$ cat src/rtl/counter_cmd_sequencer.sv
`default_nettype none
// ============================================================================
// Module   : counter_cmd_sequencer
// Purpose  : Buffers counter commands in a FIFO and replays each rep+1 times
//            on the 4-slot counter's addr/control/immediate inputs.
// Options  : define SEQ_READBACK_EN to add res_valid/res_data slot readback.
// Revision : 1.0 - initial release
// ============================================================================
module counter_cmd_sequencer #(
   parameter int FIFO_DEPTH = 4
) (
   input  logic                          clk,
   input  logic                          rst,
   input  logic                          cmd_valid,
   output logic                          cmd_ready,
   input  logic [1:0]                    cmd_addr,
   input  logic                          cmd_dec,
   input  logic [3:0]                    cmd_imm,
   input  logic [3:0]                    cmd_rep,
   input  logic                          hold,
   output logic [1:0]                    cnt_addr,
   output logic                          cnt_control,
   output logic [3:0]                    cnt_immediate,
   input  logic [3:0]                    cnt_data,
   output logic                          busy,
   output logic                          done,
`ifdef SEQ_READBACK_EN
   output logic                          res_valid,
   output logic [3:0]                    res_data,
`endif
   output logic [$clog2(FIFO_DEPTH):0]   fifo_count
);

   localparam int c_AW = $clog2(FIFO_DEPTH);
   localparam int c_EW = 11;
   localparam logic [c_AW:0] c_FULL = FIFO_DEPTH[c_AW:0];

   typedef enum logic [1:0] {
      S_IDLE  = 2'd0,
      S_ISSUE = 2'd1,
      S_HOLD  = 2'd2
   } state_t;

   logic [c_EW-1:0] r_mem [FIFO_DEPTH];
   logic [c_AW-1:0] r_wr_ptr;
   logic [c_AW-1:0] r_rd_ptr;
   logic [c_AW:0]   r_count;

   state_t     r_state;
   logic [1:0] r_addr;
   logic       r_ctrl;
   logic [3:0] r_imm_out;
   logic [3:0] r_imm;
   logic [3:0] r_rep_left;
   logic       r_done;

   state_t     w_state_nxt;
   logic [1:0] w_addr_nxt;
   logic       w_ctrl_nxt;
   logic [3:0] w_imm_out_nxt;
   logic [3:0] w_imm_nxt;
   logic [3:0] w_rep_nxt;
   logic       w_done_nxt;
   logic       w_pop;

   logic            w_full;
   logic            w_empty;
   logic            w_push;
   logic [c_EW-1:0] w_head;

   assign w_full    = (r_count == c_FULL);
   assign w_empty   = (r_count == '0);
   assign w_push    = cmd_valid & ~w_full;
   assign w_head    = r_mem[r_rd_ptr];

   assign cmd_ready     = ~w_full;
   assign fifo_count    = r_count;
   assign cnt_addr      = r_addr;
   assign cnt_control   = r_ctrl;
   assign cnt_immediate = r_imm_out;
   assign done          = r_done;
   assign busy          = (r_state != S_IDLE) | ~w_empty;

   always_ff @(posedge clk) begin
      if (w_push) begin
         r_mem[r_wr_ptr] <= {cmd_addr, cmd_dec, cmd_imm, cmd_rep};
      end
   end

   always_ff @(posedge clk or posedge rst) begin
      if (rst) begin
         r_wr_ptr <= '0;
         r_rd_ptr <= '0;
         r_count  <= '0;
      end else begin
         if (w_push) r_wr_ptr <= r_wr_ptr + 1'b1;
         if (w_pop)  r_rd_ptr <= r_rd_ptr + 1'b1;
         case ({w_push, w_pop})
            2'b10:   r_count <= r_count + 1'b1;
            2'b01:   r_count <= r_count - 1'b1;
            default: r_count <= r_count;
         endcase
      end
   end

   always_ff @(posedge clk or posedge rst) begin
      if (rst) begin
         r_state    <= S_IDLE;
         r_addr     <= '0;
         r_ctrl     <= 1'b0;
         r_imm_out  <= '0;
         r_imm      <= '0;
         r_rep_left <= '0;
         r_done     <= 1'b0;
      end else begin
         r_state    <= w_state_nxt;
         r_addr     <= w_addr_nxt;
         r_ctrl     <= w_ctrl_nxt;
         r_imm_out  <= w_imm_out_nxt;
         r_imm      <= w_imm_nxt;
         r_rep_left <= w_rep_nxt;
         r_done     <= w_done_nxt;
      end
   end

   always_comb begin
      w_state_nxt   = r_state;
      w_addr_nxt    = r_addr;
      w_ctrl_nxt    = r_ctrl;
      w_imm_out_nxt = r_imm_out;
      w_imm_nxt     = r_imm;
      w_rep_nxt     = r_rep_left;
      w_done_nxt    = 1'b0;
      w_pop         = 1'b0;
      case (r_state)
         S_IDLE: begin
            w_imm_out_nxt = '0;
            if (!w_empty && !hold) begin
               w_pop         = 1'b1;
               w_addr_nxt    = w_head[10:9];
               w_ctrl_nxt    = w_head[8];
               w_imm_out_nxt = w_head[7:4];
               w_imm_nxt     = w_head[7:4];
               w_rep_nxt     = w_head[3:0];
               w_state_nxt   = S_ISSUE;
            end
         end
         S_ISSUE: begin
            // The application this cycle has happened even if hold is now
            // high, so it is always counted before pausing.
            if (r_rep_left == 4'd0) begin
               w_done_nxt = 1'b1;
               if (!hold && !w_empty) begin
                  w_pop         = 1'b1;
                  w_addr_nxt    = w_head[10:9];
                  w_ctrl_nxt    = w_head[8];
                  w_imm_out_nxt = w_head[7:4];
                  w_imm_nxt     = w_head[7:4];
                  w_rep_nxt     = w_head[3:0];
               end else begin
                  w_imm_out_nxt = '0;
                  w_state_nxt   = S_IDLE;
               end
            end else begin
               w_rep_nxt = r_rep_left - 4'd1;
               if (hold) begin
                  w_imm_out_nxt = '0;
                  w_state_nxt   = S_HOLD;
               end
            end
         end
         S_HOLD: begin
            if (!hold) begin
               w_imm_out_nxt = r_imm;
               w_state_nxt   = S_ISSUE;
            end
         end
         default: begin
            w_imm_out_nxt = '0;
            w_state_nxt   = S_IDLE;
         end
      endcase
   end

`ifdef SEQ_READBACK_EN
   logic       r_res_valid;
   logic [3:0] r_res_data;

   // Sampled on the completing edge, while cnt_addr still selects the slot.
   always_ff @(posedge clk or posedge rst) begin
      if (rst) begin
         r_res_valid <= 1'b0;
         r_res_data  <= '0;
      end else begin
         r_res_valid <= w_done_nxt;
         if (w_done_nxt) r_res_data <= cnt_data;
      end
   end

   assign res_valid = r_res_valid;
   assign res_data  = r_res_data;
`else
   logic w_unused_cnt_data;
   assign w_unused_cnt_data = ^cnt_data;
`endif

endmodule
`default_nettype wire

$ cat config.mk
export PLATFORM = sky130hd
export DESIGN_NAME = counter_cmd_sequencer
export DESIGN_NICKNAME = d
export VERILOG_FILES = /design/src/rtl/counter_cmd_sequencer.sv
export SDC_FILE = /design/constraint.sdc
export NUM_CORES = 1
export LEC_CHECK = 0
export ABC_AREA = 0
export BUFFER_PORTS_ARGS = -buffer_cell sky130_fd_sc_hd__buf_2
export CORE_MARGIN = 5
export CORE_UTILIZATION = 50
export DETAILED_ROUTE_END_ITERATION = 16
export HOLD_SLACK_MARGIN = 0.02
export PLACE_DENSITY = 0.77
export SKIP_CTS_REPAIR_TIMING = 1
export SLEW_MARGIN = 25
export SYNTH_ARGS = -nofsm -noshare
export SYNTH_HDL_FRONTEND = slang
export SYNTH_SLANG_ARGS = --single-unit
export TNS_END_PERCENT = 50
$ cat constraint.sdc
create_clock -name clk -period 3 [get_ports clk]
set_clock_uncertainty 0.05 [all_clocks]
set_input_delay 0.15 -clock clk [delete_from_list [all_inputs] [get_ports clk]]
set_output_delay 0.15 -clock clk [all_outputs]
set_load 0.01 [all_outputs]
==> results by group, run 1 <==
Worst hold path
  • WHS Path Cells: 2
  • Hold/Removal Path Class: in -> reg

Critical path
  • Critical Path AT: 2920 ps
  • Maximum fanout along the worst path: 5
  • Crit path capture type: register
  • R2r worst-path depth: 11
  • Startpoint Class: register
  • Crit path required time: 3220 ps
  • Setup CP Type: reg -> reg

Placement
  • Port bufs: 27
  • HPWL after DPL: 3200 um
  • Placed insts: 282
  • Placer congestion estimate: 0.704

CTS
  • Clock Pin Slew Worst Setup and Hold Paths: 70 ps
  • H-Tree Depth: 3
  • TritonCTS Buffers: 9
  • # clock sinks: 69
  • TritonCTS clock tree: done
  • Root Buffer: clkbuf_8
  • Worst skew pair latency: 340 ps
  • Worst-case clock buffer depth: 2

Detailed routing
  • Drt total wl: 4950 um
  • Routed wire per std cell: 16.0 um
  • Number of routed nets with antenna violations: 0
  • Total number of vias: 1610
  • Detailed router's first-iteration violation count: 84
  • First-pass DRT Iterations: 4
  • Post-route DRC violation count: 0
  • Routed vias/inst: 5.19

Finish
  • Final net count: 260
  • Synth-to-layout area growth: 17.8%
  • Fraction of layout cells with a size suffix above 1: 0.269
  • Diode count: 0
  • Non-Filler Instances: 310

Global routing
  • Vias in the first global route: 1628
  • M1 GR Usage: 0.178
  • Busiest grt layer: met2
  • Gr ovfl total: 0
  • Met2 GRT Util: 0.244
  • GRT Total Usage: 0.148
  • Initial antenna violation count: 0
  • M3 GR Usage: 0.0605
  • Largest net degree at the start of global routing: 26
  • First-pass GRT wire length: 8080 um

Die
  • Core footprint: 5540 um2
  • Number of cell rows: 27
  • I/O Pins: 32
  • Die ar.: 7340 um2
  • Die Y: 85.7 um
  • Initial core utilization: 0.517
  • Chip width: 85.7 um

Yosys
  • Asr flop ratio synth: 0.362
  • Mux cell area share after synthesis: 0.101
  • Post-synthesis simple-gate area fraction: 0.0878
  • Number of synthesized flops with an enable pin: 44
  • Adder-Cell Fraction of Synth Area: 0.0376
  • Gate Count Post-Synth: 186
  • Syn avg cell area: 15.4 um2
  • YS warnings: 0
  • Netlist cell types: 39
  • Synthesized flop and latch total: 69
  • Synth Area in XOR/XNOR: 0.0210
  • Largest family of logic cells by synthesized area: multiplexers
  • Compound-Gate Fraction of Synth Area: 0.0454
  • Most used DFF post-synth: edfxtp_1
  • Synth Cell Area: 2870 um2
  • Seq/Total Area, Yosys: 0.679
  • Post-Synthesis Net Count: 213

Timing
  • Final min period: 2700 ps
  • Total Neg Setup Slack: 0 ps
  • Final setup vio count: 0
  • FMAX: 0.370 GHz
  • Final slew viol count: 0
  • Fin crit share: 0.901
  • Final hold violations: 0
  • Worst slew margin: 0.479
  • RSZ-0062 raised after global routing: false
  • Slew @ Worst Pin: 781 ps

Run
  • Max cap viols: 0

Outcome
  • Status: complete, no violations

Power and ir drop
  • Pwr/cell area: 911 nW/um2
  • VDD IR max: 0.555 mV
  • Pleak: 1.38 nW
-- flip-flops by register name, indices dropped and copies added (netlist names) --
signal / flops
cnt_addr: 2
cnt_control: 1
cnt_immediate: 4
done: 1
fifo_count: 3
r_imm: 4
r_mem: 44
r_rd_ptr: 2
r_rep_left: 4
r_state: 2
r_wr_ptr: 2
-- critical path, cell delays in order (launching register included) --
cell      delay, ps
dfrtp_1         420
inv_1           100
ha_1            150
or3b_4          390
a2111o_1        450
inv_2            80
ha_1            170
inv_1            60
fa_1            370
xor2_1          150
nor2_1          110
xor2_1          140
-- synthesized netlist by cell type, types with 3 or more instances --
master	number	area, um2
dfrtp_1	25	626
mux4_2	11	248
a22oi_1	3	22.5
and3_1	4	25.0
nand2_1	28	105
xnor2_1	3	26.3
inv_1	11	41.3
a21oi_1	4	20.0
nand2b_1	3	18.8
ha_1	7	87.6
nor2_1	5	18.8
nand3_1	3	15.0
edfxtp_1	44	1320
-- layout by cell type (no fill, tap or decap), drive strengths merged, types with 2 or more instances in the layout --
cell type,count
a22oi,3
xnor2,4
xor2,2
dlygate4sd3,12
ha,7
clkinvlp,2
o21ai,3
mux2i,2
nand3,3
clkinv,3
nor3,2
a21oi,4
mux2,2
o221ai,2
mux4,11
buf,29
dfrtp,25
nand2b,3
edfxtp,44
clkbuf,10
nor2,5
and3,4
inv,13
nand3b,2
nand2,29
-- stage by stage --
step           hold slack (ps)  area, um2  setup slack (ps)  power [mW]   util
6_report                  37.2       3380               297        3.08  0.609
5_1_grt                   29.3       3380               150        3.30  0.609
4_1_cts                  -54.0       3260               285        3.11  0.588
3_5_place_dp               319       3070               303        2.42  0.554
3_3_place_gp               313       3070               351        2.38  0.554
2_1_floorplan              127       2870               315        2.16      -
-- layer usage --
metal,vias to the layer above,share of wire
met3,9,0.053
met1,794,0.44
li1,776,-
met5,-,0
met4,0,0.014
met2,31,0.49
-- power by group --
| group | switching (mW) | leakage (nW) | internal [mW] |
|---|---|---|---|
| logic | 0.440 | 0.581 | 0.440 |
| registers | 0.220 | 0.710 | 1.30 |
| clock network | 0.352 | 0.0889 | 0.326 |
-- logic make-up after synthesis --
kind of cell	Yosys count
AOI/OAI and AO/OA	18
xor gates and xnor gates	6
adders and majority gates	8
buffers and inverters	17
DFF	69
muxes	15
and+or+nand+nor	53
-- final timing paths --
path	startpoint	end	slack (ps)
min in group asynchronous	rst	fifo_count[1]	340
max in group asynchronous	rst	r_rep_left[1]	2190
hold reg to reg	r_imm[2]	r_imm[2]	430
hold / removal	hold	r_state[0]	40
setup reg to reg	r_rep_left[0]	fifo_count[2]	300
setup / recovery	r_rep_left[0]	fifo_count[2]	300
-- final cells by class --
class | instances | area [um2]
Clock inverter | 6 | 46.3
Multi-Input combinational cell | 100 | 840
Timing Repair Buffer | 41 | 270
Inverter | 12 | 45.0
Clock buffer | 10 | 138
Sequential cell | 69 | 1950
Fill cell | 442 | 2160
Tap cell | 72 | 90.1
(Power assumes the default switching activity.)
==> run 2: changes to the inputs <==
--- a/config.mk
+++ b/config.mk
@@ -10,8 +10,9 @@
 export CORE_MARGIN = 5
 export CORE_UTILIZATION = 50
 export DETAILED_ROUTE_END_ITERATION = 16
+export GPL_TIMING_DRIVEN = 0
 export HOLD_SLACK_MARGIN = 0.02
-export PLACE_DENSITY = 0.77
+export PLACE_DENSITY = 0.73
 export SKIP_CTS_REPAIR_TIMING = 1
 export SLEW_MARGIN = 25
 export SYNTH_ARGS = -nofsm -noshare
==> results by group, run 2 (same netlist as run 1, synthesis figures left out) <==
Outcome
  • Status: complete, no violations

Power and ir drop
  • Pwr/cell area: 915 nW/um2 (+0.39%)
  • Switching pwr: 1.01 mW (-0.39%)
  • VDD IR max: 0.439 mV (-21%)
  • Seq pwr share: 0.465 (-0.028)
  • Net Sw Frac: 0.324 (-0.00570)
  • Pleak: 1.40 nW (+1.5%)
  • Gate power share: 0.317 (+0.031)
  • Internal power: 2.11 mW (+2.2%)
  • Clk pwr share: 0.218 (-0.003)

Die
  • Die Y: 85.7 um (unchanged)
  • Die ar.: 7340 um2 (unchanged)
  • Initial core utilization: 0.517 (unchanged)
  • Number of cell rows: 27 (unchanged)
  • Chip width: 85.7 um (unchanged)
  • Core footprint: 5540 um2 (unchanged)
  • I/O Pins: 32 (unchanged)

Critical path
  • Startpoint Class: register
  • Maximum fanout along the worst path: 5 (unchanged)
  • Critical Path AT: 3010 ps (+90 ps)
  • Crit path required time: 3210 ps (about the same)
  • Reg2reg setup slack: 200 ps (-100 ps)
  • Crit path capture type: register
  • Worst r2r src: r_rep_left[0]
  • Crit-path max cell delay: 490 ps (+40 ps)
  • CP max-delay cell: a2111o_1
  • Reg2reg end: fifo_count[2]
  • Crit-path cells: inv_1 -> ha_1 -> or3b_4 -> a2111o_1 -> inv_4 -> ha_1 -> inv_1 -> fa_1 -> xor2_1 -> nor2_1 -> xor2_1
  • CP top delay family: adder cells
  • Setup CP Type: reg -> reg
  • Buf/Inv on CP: 3 (unchanged)
  • R2r worst-path depth: 11 (unchanged)

Finish
  • Most frequent cells in the layout: edfxtp_1 (44), nand2_1 (28), buf_2 (26)
  • Post-layout util: 0.615 (+0.00587)
  • Largest register by flop count: r_mem
  • Fraction of layout cells with a size suffix above 1: 0.267 (-0.00142)
  • Fill cells: 453 (+2.5%)
  • Diode count: 0 (unchanged)
  • Commonest non-fill, non-tap cell in the layout: edfxtp_1
  • Final net count: 265 (+1.9%)
  • Synth-to-layout area growth: 19.0%
  • Non-Filler Instances: 315 (+1.6%)
  • Max reg flops: 44 (unchanged)

Detailed routing
  • Met2 WL: 2540 um (+4.0%)
  • Met3 wire len: 206 um (-21%)
  • Top Layer Used: met4
  • Drt total wl: 5080 um (+2.5%)
  • Post-route DRC violation count: 0 (unchanged)
  • Detailed router's first-iteration violation count: 83 (-1.2%)
  • Routed vias/inst: 5.19 (about the same)
  • Total number of vias: 1635 (+1.6%)
  • Routed wire per std cell: 16.1 um (+0.90%)
  • DRT met1 WL: 2270 um (+4.0%)
  • First-pass DRT Iterations: 4 (unchanged)
  • Number of routed nets with antenna violations: 0 (unchanged)

Timing
  • Slew @ Worst Pin: 657 ps (-124 ps)
  • Final slew viol count: 0 (unchanged)
  • Final WS setup: 201 ps (-95.7 ps)
  • Worst slew margin: 0.562 (+0.0826)
  • Final setup vio count: 0 (unchanged)
  • RSZ-0062 raised after global routing: false
  • Final hold violations: 0 (unchanged)
  • Final min period: 2800 ps (+95.7 ps)
  • Total Neg Setup Slack: 0 ps (unchanged)
  • Fin crit share: 0.933 (+0.0319)
  • FMAX: 0.357 GHz (-3.4%)

Global routing
  • First-pass GRT wire length: 8060 um (-0.25%)
  • GRT Total Usage: 0.146 (-0.00197)
  • Vias in the first global route: 1624 (-0.25%)
  • Largest net degree at the start of global routing: 26 (unchanged)
  • Initial antenna violation count: 0 (unchanged)
  • Gr ovfl total: 0 (unchanged)

Placement
  • Port bufs: 26 (-3.7%)
  • Placed insts: 284 (+0.71%)
  • Placer congestion estimate: 0.747 (+6.1%)
  • Pre-CTS setup slack: 78.9 ps (-224 ps)
  • HPWL after DPL: 3250 um (+1.6%)

CTS
  • Worst-case clock buffer depth: 2 (unchanged)
  • # clock sinks: 69 (unchanged)
  • Root Buffer: clkbuf_8
  • Worst skew pair latency: 330 ps (about the same)
  • Clock Pin Slew Worst Setup and Hold Paths: 70 ps (about the same)
  • TritonCTS Buffers: 9 (unchanged)
  • TritonCTS clock tree: done
  • H-Tree Depth: 3 (unchanged)

Worst hold path
  • WHS Path Cells: 2 (unchanged)
  • Hold/Removal Path Class: in -> reg
  • Endpoint, Worst Hold: r_state[0]
  • Hold Startpoint: hold

Run
  • Max cap viols: 0 (unchanged)
## run 2: per-stage QoR
stage	instance area, um2	hold WS [ps]	total power [mW]
3_5_place_dp	3090	315	2.44
3_3_place_gp	3090	313	2.41
6_report	3410	154	3.12
5_1_grt	3410	164	3.32
2_1_floorplan	2870	127	2.16
4_1_cts	3260	-37.0	3.11
## run 2: how the worst max path moves through the flow
stage	end	depth (start not counted)	from	slack (ps)
floorplan	fifo_count[2]	11	r_rep_left[0]	310
global placement	fifo_count[2]	11	r_rep_left[0]	130
detailed placement	fifo_count[2]	11	r_rep_left[0]	80
CTS	fifo_count[2]	11	r_rep_left[0]	60
global route	fifo_count[2]	11	r_rep_left[0]	50
finish	fifo_count[2]	11	r_rep_left[0]	200
## run 2: per-layer routing
layer | vias up | global-route usage
met5 | - | 0
met1 | 802 | 0.190
met2 | 38 | 0.226
met3 | 7 | 0.0327
met4 | 0 | 0.0863
li1 | 788 | -
## run 2: power by group through the flow
stage,clock network [mW],registers [mW],logic [mW]
detailed placement,0,1.47,0.973
finish,0.679,1.45,0.988
CTS,0.687,1.45,0.977
global route,0.733,1.48,1.11
floorplan,0,1.46,0.698
global placement,0,1.46,0.947
## run 2: cell type report
type | count | area (um2) | area share
buffer | 5 | 33.8 | 0.00991
clock buffer | 12 | 155 | 0.0455
clock inverter | 4 | 22.5 | 0.00661
inverter | 12 | 47.5 | 0.0140
multi-input combinational | 100 | 840 | 0.246
sequential | 69 | 1950 | 0.571
tap | 72 | 90.1 | 0.0264
timing repair buffer | 41 | 273 | 0.0800
==> run 3: changes to the inputs <==
--- a/config.mk
+++ b/config.mk
@@ -7,12 +7,14 @@
 export LEC_CHECK = 0
 export ABC_AREA = 0
 export BUFFER_PORTS_ARGS = -buffer_cell sky130_fd_sc_hd__buf_2
+export CELL_PAD_IN_SITES_DETAIL_PLACEMENT = 0
+export CELL_PAD_IN_SITES_GLOBAL_PLACEMENT = 1
 export CORE_MARGIN = 5
-export CORE_UTILIZATION = 50
+export CORE_UTILIZATION = 48
 export DETAILED_ROUTE_END_ITERATION = 16
 export GPL_TIMING_DRIVEN = 0
 export HOLD_SLACK_MARGIN = 0.02
-export PLACE_DENSITY = 0.73
+export PLACE_DENSITY = 0.81
 export SKIP_CTS_REPAIR_TIMING = 1
 export SLEW_MARGIN = 25
 export SYNTH_ARGS = -nofsm -noshare
==> constraint.sdc (replaced) <==
create_clock -name clk -period 3 [get_ports clk]
set_clock_uncertainty 0.05 [all_clocks]
set_input_delay 0.3 -clock clk [delete_from_list [all_inputs] [get_ports clk]]
set_output_delay 0.3 -clock clk [all_outputs]
set_load 0.01 [all_outputs]
==> results by group, run 3 (same netlist as run 1, synthesis figures left out) <==
Die
  • Die ar.: 7610 um2 (+3.7%)
  • Initial core utilization: 0.490 (-0.0274)
  • Chip width: 87.3 um (+1.8%)
  • Die Y: 87.3 um (+1.8%)
  • Core footprint: 5850 um2 (+5.6%)
  • I/O Pins: 32 (unchanged)
  • Number of cell rows: 28 (+3.7%)

Global routing
  • Largest net degree at the start of global routing: 26 (unchanged)
  • First-pass GRT wire length: 8130 um (+0.86%)
  • Met2 GRT Util: 0.230 (+0.00415)
  • M1 GR Usage: 0.183 (-0.00700)
  • Vias in the first global route: 1626 (+0.12%)
  • M3 GR Usage: 0.0520 (+0.0194)
  • Initial antenna violation count: 0 (unchanged)
  • GRT Total Usage: 0.147 (+0.000592)
  • Gr ovfl total: 0 (unchanged)
  • Busiest grt layer: met2

Detailed routing
  • Routed wire per std cell: 15.8 um (-1.7%)
  • First-pass DRT Iterations: 5 (+1)
  • Drt total wl: 4830 um (-4.8%)
  • Detailed router's first-iteration violation count: 62 (-25%)
  • Total number of vias: 1557 (-4.8%)
  • Number of routed nets with antenna violations: 0 (unchanged)
  • Post-route DRC violation count: 0 (unchanged)
  • Routed vias/inst: 5.10 (-1.6%)

Finish
  • Non-Filler Instances: 305 (-3.2%)
  • Multi-input logic area: 840 um2 (unchanged)
  • Commonest non-fill, non-tap cell in the layout: edfxtp_1
  • Synth-to-layout area growth: 14.7%
  • FF+latch area: 1950 um2 (unchanged)
  • Fill cells: 466 (+2.9%)
  • Fraction of layout cells with a size suffix above 1: 0.278 (+0.0108)
  • Final net count: 252 (-4.9%)
  • Largest register by flop count: r_mem
  • Diode count: 0 (unchanged)
  • Most frequent cells in the layout: edfxtp_1 (44), nand2_1 (28), buf_2 (26)
  • Max reg flops: 44 (unchanged)
  • Post-layout util: 0.562 (-0.0534)

CTS
  • Clock Pin Slew Worst Setup and Hold Paths: 80 ps (about the same)
  • Worst-case clock buffer depth: 2 (unchanged)
  • Worst skew pair latency: 340 ps (about the same)
  • TritonCTS Buffers: 9 (unchanged)
  • Root Buffer: clkbuf_8
  • H-Tree Depth: 3 (unchanged)
  • # clock sinks: 69 (unchanged)
  • TritonCTS clock tree: done

Outcome
  • Status: complete, no violations

Timing
  • Total Neg Setup Slack: 0 ps (unchanged)
  • Final WS setup: 255 ps (+53.8 ps)
  • Slew @ Worst Pin: 669 ps (+11.5 ps)
  • Final hold violations: 0 (unchanged)
  • FMAX: 0.364 GHz (+2.0%)
  • Final setup vio count: 0 (unchanged)
  • Final slew viol count: 0 (unchanged)
  • Fin crit share: 0.915 (-0.0179)
  • RSZ-0062 raised after global routing: false
  • Final min period: 2740 ps (-53.8 ps)
  • Worst slew margin: 0.554 (-0.00764)

Run
  • Max cap viols: 0 (unchanged)

Critical path
  • Crit path required time: 3220 ps (about the same)
  • Setup CP Type: reg -> reg
  • CP top delay family: adder cells
  • Startpoint Class: register
  • Critical Path AT: 2960 ps (-50 ps)
  • Crit-path max cell delay: 440 ps (-50 ps)
  • Crit-path cells: inv_1 -> ha_1 -> or3b_4 -> a2111o_1 -> clkinv_4 -> ha_1 -> inv_1 -> fa_1 -> xor2_1 -> nor2_1 -> xor2_1
  • Maximum fanout along the worst path: 10 (+5)
  • CP max-delay cell: a2111o_1
  • Crit path capture type: register
  • Buf/Inv on CP: 3 (unchanged)

Placement
  • Placed insts: 287 (+1.1%)
  • Port bufs: 26 (unchanged)
  • Pre-CTS setup slack: 112 ps (+33.5 ps)
  • HPWL after DPL: 3240 um (-0.13%)
  • Placer congestion estimate: 0.684 (-8.5%)

Power and ir drop
  • Design Power: 3.07 mW (-1.4%)
  • Pwr/cell area: 935 nW/um2 (+2.2%)
  • Pleak: 1.34 nW (-4.6%)
  • VDD IR max: 0.443 mV (+0.91%)

Worst hold path
  • Hold/Removal Path Class: in -> reg
[run 3: changes by cell type in the layout (fill, tap and decap cells not counted), sizes merged]
cell / previous run / this run
buf: 32 / 30
dlygate4sd3: 12 / 1
clkbuf: 14 / 11
clkinv: 3 / 5
clkinvlp: 1 / 2
[run 3: cell type report]
type | instances | share of cell area
flip-flops and latches | 69 | 0.592
multi-input cells | 100 | 0.255
well taps | 75 | 0.0285
clock buffers | 9 | 0.0377
inverters | 12 | 0.0152
clock inverters | 7 | 0.0156
repair buffers | 28 | 0.0449
plain buffers | 5 | 0.0103
[run 3: report_power, final]
group / internal (mW) / total (mW) / leakage, nW / switching [mW]
clock: 0.302 / 0.657 / 0.0856 / 0.355
combinational: 0.454 / 0.976 / 0.541 / 0.521
sequential: 1.30 / 1.44 / 0.710 / 0.142
[run 3: per-stage QoR]
step | hold slack, ps | area, um2
5_1_grt | 93.1 | 3290
3_5_place_dp | 339 | 3090
4_1_cts | -41.8 | 3260
3_3_place_gp | 409 | 3090
2_1_floorplan | 277 | 2870
6_report | 116 | 3290
[run 3: routing by layer]
layer | share of wire | up-vias | wire (um)
met1 | 0.45 | 746 | 2180
met4 | 0.013 | 0 | 63
li1 | - | 765 | -
met3 | 0.055 | 6 | 266
met2 | 0.48 | 40 | 2320
met5 | 0 | - | 0
[run 3: worst paths after layout]
path                       slack, ps       endpoint  depth (start not counted)     startpoint
max in group asynchronous       2020    r_wr_ptr[0]                          3            rst
min reg2reg                      430    cnt_addr[0]                          2    cnt_addr[0]
max                              260  fifo_count[2]                         11  r_rep_left[1]
min in group asynchronous        500    cnt_addr[0]                          3            rst
max reg2reg                      260  fifo_count[2]                         11  r_rep_left[1]
min                              120    r_mem[3][8]                          1        cmd_dec
